`src/rtl/mips_pkg.sv`:
```
// Shared fetch-stage types and constants.
package mips_pkg;

  localparam int unsigned XLEN = 32;

  typedef enum logic {
    FETCH = 1'b0,
    DRAIN = 1'b1
  } fetch_state_e;

  localparam logic [XLEN-1:0] NOP              = 32'h0000_0000;
  localparam logic [XLEN-1:0] DEFAULT_RESET_PC = 32'h0000_0000;

  // One fetch-queue entry: the PC of the word followed by the word itself.
  typedef struct packed {
    logic [XLEN-1:0] pc;
    logic [XLEN-1:0] instr;
  } fetch_entry_t;

endpackage

```
`src/rtl/fetch_fifo.sv`:
```
// Small circular queue with flush; push and pop may coincide at any occupancy.
module fetch_fifo #(
  parameter int unsigned WIDTH = 64,
  parameter int unsigned DEPTH = 2,
  localparam int unsigned CNT_W = $clog2(DEPTH + 1)
) (
  input  logic             clk,
  input  logic             rst,
  input  logic             push,
  input  logic [WIDTH-1:0] push_data,
  input  logic             pop,
  input  logic             flush,
  output logic [WIDTH-1:0] head_data,
  output logic [CNT_W-1:0] count
);

  localparam int unsigned PTR_W = (DEPTH > 1) ? $clog2(DEPTH) : 1;

  logic [WIDTH-1:0] mem [DEPTH];
  logic [PTR_W-1:0] rd_ptr;
  logic [PTR_W-1:0] wr_ptr;
  logic             do_pop;
  logic             do_push;

  function automatic logic [PTR_W-1:0] next_ptr(input logic [PTR_W-1:0] p);
    return (p == PTR_W'(DEPTH - 1)) ? '0 : p + PTR_W'(1);
  endfunction

  assign do_pop    = pop && (count != '0);
  assign do_push   = push && ((count < CNT_W'(DEPTH)) || do_pop);
  assign head_data = mem[rd_ptr];

  always_ff @(posedge clk) begin
    if (rst || flush) begin
      rd_ptr <= '0;
      wr_ptr <= '0;
      count  <= '0;
    end else begin
      if (do_push) wr_ptr <= next_ptr(wr_ptr);
      if (do_pop)  rd_ptr <= next_ptr(rd_ptr);
      count <= count + CNT_W'(do_push) - CNT_W'(do_pop);
    end
  end

  // Storage needs no reset: only entries counted by 'count' are ever observed.
  always_ff @(posedge clk) begin
    if (do_push) mem[wr_ptr] <= push_data;
  end

endmodule

```
`src/rtl/fetch_unit.sv`:
```
// Instruction fetch: issues word requests, queues in-order responses, handles redirects.
module fetch_unit
  import mips_pkg::*;
#(
  parameter logic [31:0] RESET_PC = DEFAULT_RESET_PC,
  parameter int unsigned QDEPTH   = 2
) (
  input  logic        clk,
  input  logic        rst,
  input  logic        stall_f,
  input  logic        pc_src,
  input  logic [31:0] btgt,
  input  logic        jump,
  input  logic [31:0] jtgt,
  input  logic        j_src,
  input  logic [31:0] jrtgt,
  output logic        imem_req,
  output logic [31:0] imem_addr,
  input  logic        imem_ready,
  input  logic        imem_rvalid,
  input  logic [31:0] imem_rdata,
  output logic [31:0] instr,
  output logic [31:0] pc_plus4,
  output logic        instr_valid
);

  localparam int unsigned CNT_W = $clog2(QDEPTH + 1);
  localparam int unsigned SUM_W = CNT_W + 1;

  fetch_state_e     state, state_n;
  logic [31:0]      fpc, fpc_n;
  logic [31:0]      rpc, rpc_n;
  logic [CNT_W-1:0] outstanding, outstanding_n;
  logic [CNT_W-1:0] discard, discard_n;
  logic             push;

  logic             redirect;
  logic [31:0]      target;
  logic             pop;
  logic             accept;
  logic             rsp;
  logic [SUM_W-1:0] inflight;
  logic [CNT_W-1:0] q_count;
  logic [63:0]      q_head;
  fetch_entry_t     head;
  fetch_entry_t     push_entry;

  assign redirect  = j_src | jump | pc_src;
  assign target    = (j_src ? jrtgt : (jump ? jtgt : btgt)) & ~32'd3;
  assign instr_valid = (q_count != '0);
  assign pop       = instr_valid & ~stall_f;
  assign rsp       = imem_rvalid && (outstanding != '0);
  assign inflight  = SUM_W'(outstanding) + SUM_W'(q_count) - SUM_W'(pop);
  assign imem_req  = !rst && (state == FETCH) && !redirect && (inflight < SUM_W'(QDEPTH));
  assign accept    = imem_req & imem_ready;
  assign imem_addr = fpc;

  assign head       = fetch_entry_t'(q_head);
  assign push_entry = '{pc: rpc, instr: imem_rdata};
  assign instr      = instr_valid ? head.instr : NOP;
  assign pc_plus4   = instr_valid ? head.pc + 32'd4 : 32'd0;

  always_ff @(posedge clk) begin
    if (rst) begin
      state       <= FETCH;
      fpc         <= RESET_PC;
      rpc         <= RESET_PC;
      outstanding <= '0;
      discard     <= '0;
    end else begin
      state       <= state_n;
      fpc         <= fpc_n;
      rpc         <= rpc_n;
      outstanding <= outstanding_n;
      discard     <= discard_n;
    end
  end

  // Next state; rpc tracks the PC of the next live response.
  always_comb begin
    state_n       = state;
    fpc_n         = fpc;
    rpc_n         = rpc;
    discard_n     = discard;
    push          = 1'b0;
    outstanding_n = outstanding + CNT_W'(accept) - CNT_W'(rsp);
    if (accept) fpc_n = fpc + 32'd4;
    if (redirect) begin
      fpc_n     = target;
      rpc_n     = target;
      discard_n = outstanding_n;
      state_n   = (outstanding_n != '0) ? DRAIN : FETCH;
    end else begin
      unique case (state)
        FETCH: begin
          push = rsp;
          if (rsp) rpc_n = rpc + 32'd4;
        end
        DRAIN: begin
          if (rsp) discard_n = discard - CNT_W'(1);
          if (discard_n == '0) state_n = FETCH;
        end
        default: state_n = FETCH;
      endcase
    end
  end

  fetch_fifo #(
    .WIDTH(64),
    .DEPTH(QDEPTH)
  ) u_fifo (
    .clk      (clk),
    .rst      (rst),
    .push     (push),
    .push_data(push_entry),
    .pop      (pop),
    .flush    (redirect),
    .head_data(q_head),
    .count    (q_count)
  );

`ifndef SYNTHESIS
  always_ff @(posedge clk) begin
    if (!rst && imem_rvalid && (outstanding == '0))
      $display("fetch_unit: stray imem_rvalid with nothing outstanding, ignored");
  end
`endif

endmodule
```
`config.mk`:
```
export PLATFORM = sky130hd
export DESIGN_NAME = fetch_unit
export DESIGN_NICKNAME = d
export VERILOG_FILES = /design/src/rtl/mips_pkg.sv /design/src/rtl/fetch_fifo.sv /design/src/rtl/fetch_unit.sv
export SDC_FILE = /design/constraint.sdc
export NUM_CORES = 1
export LEC_CHECK = 0
export CAP_MARGIN = 10
export CORE_UTILIZATION = 40
export DETAILED_ROUTE_END_ITERATION = 8
export PLACE_DENSITY = 0.72
export SETUP_SLACK_MARGIN = 0.2
export SYNTH_ARGS = -nofsm -noshare
export SYNTH_HDL_FRONTEND = slang
export SYNTH_SLANG_ARGS = --single-unit
```
`constraint.sdc`:
```
create_clock -name clk -period 6.01 [get_ports clk]
set_input_delay 1.202 -clock clk [delete_from_list [all_inputs] [get_ports clk]]
set_output_delay 1.202 -clock clk [all_outputs]
set_load 0.1 [all_outputs]
```
==> impl_metrics.tcl, run 1 <==
set metrics [dict create \
    outcome "complete, no violations" \
    grt_pass1_vias 8404 \
    p_int_mw 2.26 \
    drt-pass1-iter-count 7 \
    ioPinCount 234 \
    hold_violations 0 \
    crit_fanout 52 \
    finalSetupViolations 0 \
    ys_async_sr_fraction 0 \
    ant_nets 0 \
    place_inst 1559 \
    post_drt_wl_per_cell_um 18.4 \
    ys.flop_type "edfxtp_1" \
    cts_setup_buffers 0 \
    cp-start-kind "flip-flop" \
    yosys.cell_count.top_type "edfxtp_1" \
    crit_path_cell_trace "nand3_1 > a222oi_1 > nand4_1 > or4_1 > a21oi_1 > buf_4" \
    via_count 9168 \
    clock-root-buffer "clkbuf_16" \
    power_leakage_nw 4.51 \
    power.net_switching_mw 0.998 \
    post-route-util 0.534 \
    wirelength_um 29300 \
    finalSetupTns_ps 0 \
    diodes 0 \
    cts_inserted_buffers 17 \
    endpoint_kind "primary output" \
    critPathBufInv 1 \
    relSlewSlack 0.284 \
    maxCapViolCount 0 \
    p_per_area_nw_per_um2 240 \
    area_growth_pct 30.1 \
    core-area_um2 25400 \
    vdd_drop_max_v 0.000157 \
    dpl.hpwl_um 21200 \
    cts_tree "built" \
    ctsResizeCount 0 \
    synth-edff-count 124 \
    timing.rr.end "state" \
    final.min_clock_period_ps 5310 \
    rrSetupSlack_ps 2510 \
    drt-vias-per-instance 5.76 \
    portBuffers 223 \
    synth_area_leaders "edfxtp_1 36%, dfxtp_1 13%, mux2i_1 4.6%, a21oi_1 3.5%, nor2_1 3.2%" \
    clockBufferDepth 2 \
    slew_violations 0 \
    clock_latency_ps 440 \
    crit_required_ps 4810 \
    core.rowCount 58 \
    combPwrFrac 0.174 \
    critPathKind "reg -> out" \
    period_share 0.884 \
    grt_first_pass_wirelength_um 45500 \
    synth_cell_types 68 \
    synth_area_um2 10400 \
    place_congestion 0.957 \
    antenna_found_initial 0 \
    clock_skew_ps 12.1 \
    hold_class "reg -> reg" \
    r2r_cells 16 \
    yosys_register_bits 194 \
    drc 0 \
    cts.clk_slew.worst_paths_ps 80 \
    worst_slew_pin_slew_ps 1070 \
    critPathMaxStageDelay_ps 890 \
    htreeDepth 4 \
    clock-sinks 194 \
    chipHeight_um 163 \
    timing.fmax_mhz 188 \
    crit_family "simple AND/OR/NAND/NOR gates" \
    avgSynthCellArea_um2 9.87 \
    yosysSeqAreaShare 0.492 \
    final_net_count 1393 \
    seq_power_share 0.474 \
    grt_overflow 0 \
    power_frac_clock 0.352 \
    yosys-top-cells-count "124 x edfxtp_1, 89 x nor2_1, 73 x a21oi_1" \
    design.die.area_um2 26700 \
    crit_cells 6 \
    drt_iter0_markers 677 \
    die_x_um 163 \
    ys.warnings.count 0 \
    critPathSlowestCell "a222oi_1" \
    cp.arrival_ps 4110 \
    whs_ps 526 \
    track_usage 0.220 \
    drive_gt1_frac 0.0920 \
    worst_slack_ps 700 \
    finalNonFillerCells 1591 \
    cts_hold_buffers 0 \
    synth_top_area_frac 0.357 \
    synthCells 1056 \
    grt_max_degree 63 \
    synth_top_area_cell "edfxtp_1" \
    timing.rr.start "u_fifo.count[1]" \
    place_ws_ps 1190 \
    netSwitchingFraction 0.306 \
    rsz0062_at_grt "false" \
    start_util 0.410 \
    cp-endpoint "pc_plus4[31]" \
]
## placed cells by master, fill, tap and decap left out, types with 26 or more instances in the layout
master / n
nand3_1: 41
mux2i_1: 48
nor4_1: 26
edfxtp_1: 124
buf_4: 35
nor2_1: 88
clkdlybuf4s50_1: 204
a21oi_1: 73
nor3_1: 42
o21ai_0: 45
dfxtp_1: 69
nand4_1: 34
nand2_1: 64
## state kept, by name, summed over array words and instances, names as in the netlist, named ones only
| register | cells |
|---|---|
| discard | 2 |
| imem_addr | 30 |
| outstanding | 2 |
| rpc | 30 |
| state | 1 |
| u_fifo.count | 2 |
| u_fifo.mem | 124 |
| u_fifo.rd_ptr | 1 |
| u_fifo.wr_ptr | 1 |
## metrics by stage
stage	power, mW	cell area [um2]
finish	3.26	13600
global route	3.39	13600
CTS	3.28	13600
detailed placement	2.13	12900
global placement	2.12	12900
floorplan	1.91	10500
## logic make-up after synthesis
group	count (synthesis)	synth area share
AND/OR/NAND/NOR	425	0.222
adder cells (fa/ha/maj)	9	0.0115
other	1	0.000360
multiplexers	62	0.0613
AO/OA/AOI/OAI	245	0.154
XOR/XNOR	27	0.0227
flip-flops	194	0.492
buffers and inverters	93	0.0365
## layer usage
metal,share of wire,wire length (um),up-vias,global-route usage
met3,0.098,2870,37,0.0648
met1,0.44,12800,4260,0.296
met5,0,0,-,0
li1,-,-,4418,-
met2,0.45,13200,453,0.343
met4,0.014,421,0,0.0582
## worst reg2reg max path: cells and delay by family (launching register included)
family	cells	cell delay (ps)
and+or+nand+nor	4	670
adders and majority gates	4	1150
DFF	1	350
xor gates and xnor gates	3	490
buffers and inverters	4	490
AOI/OAI and AO/OA	1	260
## power by group through the flow
stage,Sequential (mW),Combinational (mW),Clock [mW]
2_1_floorplan,1.66,0.252,0
3_3_place_gp,1.57,0.553,0
3_5_place_dp,1.57,0.560,0
4_1_cts,1.54,0.563,1.17
5_1_grt,1.55,0.606,1.23
6_report,1.54,0.567,1.15
## layout make-up
type / count / area, um2
inverter: 22 / 82.6
tap: 330 / 413
clock buffer: 17 / 425
timing repair buffer: 241 / 2330
clock inverter: 15 / 204
multi-input combinational: 772 / 4970
fill: 2249 / 11800
sequential: 194 / 5130
## worst min path at each step
stage                  startpoint           endpoint  slack [ps]  cells after the start
global placement          rpc[14]  u_fifo.mem[0][46]         490                      0
global route              rpc[14]  u_fifo.mem[0][46]         550                      0
floorplan                  rpc[6]  u_fifo.mem[0][38]         420                      0
finish              u_fifo.rd_ptr      u_fifo.rd_ptr         530                      2
CTS                       rpc[29]  u_fifo.mem[1][61]         530                      0
detailed placement        rpc[14]  u_fifo.mem[1][46]         510                      0
Power figures use the tool's default switching activity.
==> inputs of run 2 (changes only) <==
CORE_MARGIN = 2   (was default)
clock period = 6.8 ns   (was 6.01 ns; I/O delays follow)
==> impl_metrics.tcl, run 2 (synthesized netlist as in run 1, its figures left out) <==
set metrics [dict create \
    outcome "complete, no violations" \
    hp-start "rpc[14]" \
    post-route-util 0.522 \
    design.die.area_um2 27400 \
    critPathBufInv 1 \
    core-area_um2 25800 \
    endpoint_kind "primary output" \
    power_leakage_nw 4.45 \
    final.min_clock_period_ps 5810 \
    drt-vias-per-instance 5.82 \
    core.rowCount 59 \
    cts_tree "built" \
    critPathSlowestCell "clkdlybuf4s50_1" \
    dpl.hpwl_um 21400 \
    p_per_area_nw_per_um2 210 \
    crit_fanout 47 \
    hold_class "reg -> reg" \
    whs_ps 529 \
    cp-start-kind "flip-flop" \
    final_common_cell "clkdlybuf4s50_1" \
    cts.clk_slew.worst_paths_ps 80 \
    drt_iter0_markers 753 \
    final_cell_mix "215 x clkdlybuf4s50_1, 124 x edfxtp_1, 88 x nor2_1" \
    place_inst 1562 \
    via_count 9275 \
    regArea_um2 5130 \
    chipHeight_um 165 \
    track_usage 0.213 \
    rsz0062_at_grt "false" \
    worst_slew_pin_slew_ps 1090 \
    relSlewSlack 0.272 \
    crit_required_ps 5440 \
    crit_path_cell_trace "mux2_2 > ha_1 > and2_1 > nand3_1 > o311ai_0 > nor3b_1 > clkdlybuf4s50_1" \
    drc 0 \
    finalNonFillerCells 1594 \
    portBuffers 223 \
    worst_slack_ps 991 \
    area_growth_pct 29.5 \
    place_ws_ps 1500 \
    grt_first_pass_wirelength_um 45600 \
    finalSetupViolations 0 \
    critPathMaxStageDelay_ps 1200 \
    timing.rr.start "u_fifo.count[1]" \
    cp.arrival_ps 4450 \
    hold_violations 0 \
    ioPinCount 234 \
    grt_pass1_vias 8523 \
    vdd_drop_max_v 0.000122 \
    place_congestion 0.887 \
    clock_latency_ps 440 \
    ctsResizeCount 0 \
    largest-register "u_fifo.mem" \
    cts_hold_buffers 0 \
    clockBufferDepth 2 \
    maxCapViolCount 0 \
    period_share 0.854 \
    final_net_count 1391 \
    clock-root-buffer "clkbuf_16" \
    start_util 0.403 \
    multi_input_area_um2 4950 \
    clock-sinks 194 \
    die_x_um 165 \
    slew_violations 0 \
    largest_reg_flops 124 \
    post_drt_wl_per_cell_um 18.7 \
    diodes 0 \
    critPathKind "reg -> out" \
    num-fill-cells 2338 \
    clock_skew_ps 10.7 \
    grt_overflow 0 \
    grt_max_degree 63 \
    cts_setup_buffers 0 \
    antenna_found_initial 0 \
    ant_nets 0 \
    cts_inserted_buffers 17 \
    crit_family "buffers and inverters" \
    drt-pass1-iter-count 7 \
    timing.fmax_mhz 172 \
    wirelength_um 29900 \
    finalSetupTns_ps 0 \
    htreeDepth 4 \
    drive_gt1_frac 0.0786 \
]
run 2: report_power, final:
part	switching [mW]	total [mW]	internal, mW
clock network	0.482	0.970	0.488
logic	0.309	0.497	0.187
registers	0.0609	1.36	1.30
total	0.852	2.83	1.98
run 2: worst paths after layout:
kind | end | slack, ps | cells after the start
worst max-delay path | pc_plus4[22] | 990 | 7
worst min-delay path | u_fifo.mem[0][46] | 530 | 0
worst max register to register | imem_addr[21] | 2730 | 11
worst min register to register | u_fifo.mem[0][46] | 530 | 0
run 2: cell type report:
type | count | area share
flip-flops and latches | 194 | 0.380
multi-input cells | 772 | 0.367
repair buffers | 239 | 0.174
clock buffers | 17 | 0.0315
well taps | 335 | 0.0311
clock inverters | 15 | 0.0107
inverters | 22 | 0.00612
run 2: metrics by stage:
stage,power (mW),area [um2]
CTS,2.84,13500
global placement,1.87,12900
floorplan,1.69,10400
finish,2.83,13500
global route,2.93,13500
detailed placement,1.88,12900
run 2: layer usage:
metal	track usage	routed length, um	vias up
met5	0	0	-
met4	0.0455	408	0
met3	0.0604	2880	30
met2	0.350	13500	446
met1	0.281	13100	4372
li1	-	-	4427
run 2: worst reg2reg max path, cell delays in order (launching register included):
cell	delay, ps
dfxtp_1	350
nor2_4	630
nor2_1	160
ha_1	320
inv_1	70
nand2_1	60
fa_1	520
nor2b_1	240
nand3_1	480
nand2_1	580
o21ai_0	160
a2111oi_0	400
==> inputs of run 3 (changes only) <==
CELL_PAD_IN_SITES_DETAIL_PLACEMENT = 1   (was default)
CELL_PAD_IN_SITES_GLOBAL_PLACEMENT = 2   (was default)
CORE_UTILIZATION = 31   (was 40)
PLACE_DENSITY = 0.86   (was 0.72)
clock period = 6.3 ns   (was 6.8 ns; I/O delays follow)
==> impl_metrics.tcl, run 3 (synthesized netlist as in run 1, its figures left out) <==
set metrics [dict create \
    multi_input_area_um2 4950 \
    drt-vias-per-instance 5.47 \
    ant_nets 0 \
    drive_gt1_frac 0.0887 \
    core-area_um2 33300 \
    cts.clk_slew.worst_paths_ps 80 \
    grt_pass1_vias 9370 \
    cts_setup_buffers 0 \
    ctsResizeCount 0 \
    portBuffers 223 \
    p_per_area_nw_per_um2 229 \
    worst_slew_pin_slew_ps 1040 \
    cp.arrival_ps 4320 \
    p_int_mw 2.16 \
    outcome "complete, no violations" \
    clockBufferDepth 2 \
    via_count 9351 \
    power_frac_clock 0.356 \
    num-fill-cells 3739 \
    relSlewSlack 0.305 \
    drc 0 \
    final_cell_mix "206 x clkdlybuf4s50_1, 124 x edfxtp_1, 88 x nor2_1" \
    cts_hold_buffers 0 \
    htreeDepth 4 \
    area_growth_pct 31.6 \
    regArea_um2 5130 \
    combPwrFrac 0.175 \
    rsz0062_at_grt "false" \
    ioPinCount 234 \
    netSwitchingFraction 0.313 \
    slew_violations 0 \
    endpoint_kind "primary output" \
    critPathKind "reg -> out" \
    hold_violations 0 \
    antenna_found_initial 0 \
    finalSetupTns_ps 0 \
    clock_skew_ps 13.7 \
    grt_max_degree 64 \
    dpl.hpwl_um 24800 \
    grt_first_pass_wirelength_um 52600 \
    place_congestion 0.810 \
    cts_tree "built" \
    track_usage 0.187 \
    seq_power_share 0.469 \
    clock_latency_ps 450 \
    r2r_cells 16 \
    crit_fanout 51 \
    finalSetupViolations 0 \
    wirelength_um 33500 \
    rrSetupSlack_ps 2590 \
    power_leakage_nw 4.51 \
    hp-start "rpc[29]" \
    power.net_switching_mw 0.982 \
    grt_overflow 0 \
    largest_reg_flops 124 \
    chipHeight_um 187 \
    crit_required_ps 5040 \
    final.min_clock_period_ps 5580 \
    largest-register "u_fifo.mem" \
    place_ws_ps 1170 \
    drt-pass1-iter-count 5 \
    start_util 0.313 \
    timing.rr.start "u_fifo.count[1]" \
    hold_depth 0 \
    diodes 0 \
    timing.rr.end "state" \
    die_x_um 187 \
    worst_slack_ps 718 \
    clock-root-buffer "clkbuf_16" \
    holdPathEnd "u_fifo.mem[0][61]" \
    timing.fmax_mhz 179 \
    design.die.area_um2 35100 \
    clock-sinks 194 \
    final_net_count 1395 \
    period_share 0.886 \
    post_drt_wl_per_cell_um 19.6 \
    cp-start-kind "flip-flop" \
    final_common_cell "clkdlybuf4s50_1" \
    vdd_drop_max_v 0.000210 \
    drt_iter0_markers 856 \
    cts_inserted_buffers 17 \
    maxCapViolCount 0 \
    core.rowCount 67 \
    hold_class "reg -> reg" \
]
==> run 3: worst max-delay path by stage <==
stage | startpoint | end | depth (start not counted)
5_1_grt | flip-flop | pc_plus4[31] | 6
4_1_cts | flip-flop | pc_plus4[31] | 6
2_1_floorplan | flip-flop | pc_plus4[12] | 11
6_report | flip-flop | pc_plus4[31] | 6
3_5_place_dp | flip-flop | pc_plus4[31] | 6
3_3_place_gp | flip-flop | pc_plus4[31] | 6
==> run 3: critical path: stages (launching register included) <==
cell and delay (ps):
dfxtp_4 860, nand3_1 250, a222oi_1 950, nand4_1 670, or4_1 670, a21oi_1 160, buf_4 310
==> run 3: final cells by class <==
cell class / instances / share of cell area
flip-flops and latches: 194 / 0.374
clock buffers: 17 / 0.0310
repair buffers: 243 / 0.172
multi-input cells: 772 / 0.361
well taps: 448 / 0.0409
clock inverters: 15 / 0.0146
inverters: 22 / 0.00602
==> run 3: power groups by stage <==
| stage | logic, mW | registers, mW | clock network [mW] |
|---|---|---|---|
| 2_1_floorplan | 0.241 | 1.58 | 0 |
| 3_3_place_gp | 0.538 | 1.50 | 0 |
| 3_5_place_dp | 0.547 | 1.50 | 0 |
| 4_1_cts | 0.549 | 1.47 | 1.14 |
| 5_1_grt | 0.590 | 1.48 | 1.19 |
| 6_report | 0.549 | 1.47 | 1.12 |
==> run 3: per-stage QoR <==
stage               utilization  hold WS (ps)  cells  total power, mW  cell area (um2)
finish                    0.412           519   1711             3.14            13700
detailed placement        0.393           498   1679             2.05            13100
floorplan                     -           424   1059             1.82            10400
global placement          0.393           489   1679             2.03            13100
global route              0.412           538   1711             3.26            13700
CTS                       0.412           521   1711             3.16            13700
==> run 3: per-layer routing <==
metal,part of all wire,track usage,up-vias
met5,0,0,-
met4,0.0083,0.0345,0
met3,0.076,0.0473,24
met2,0.46,0.311,323
met1,0.46,0.249,4586
li1,-,-,4418
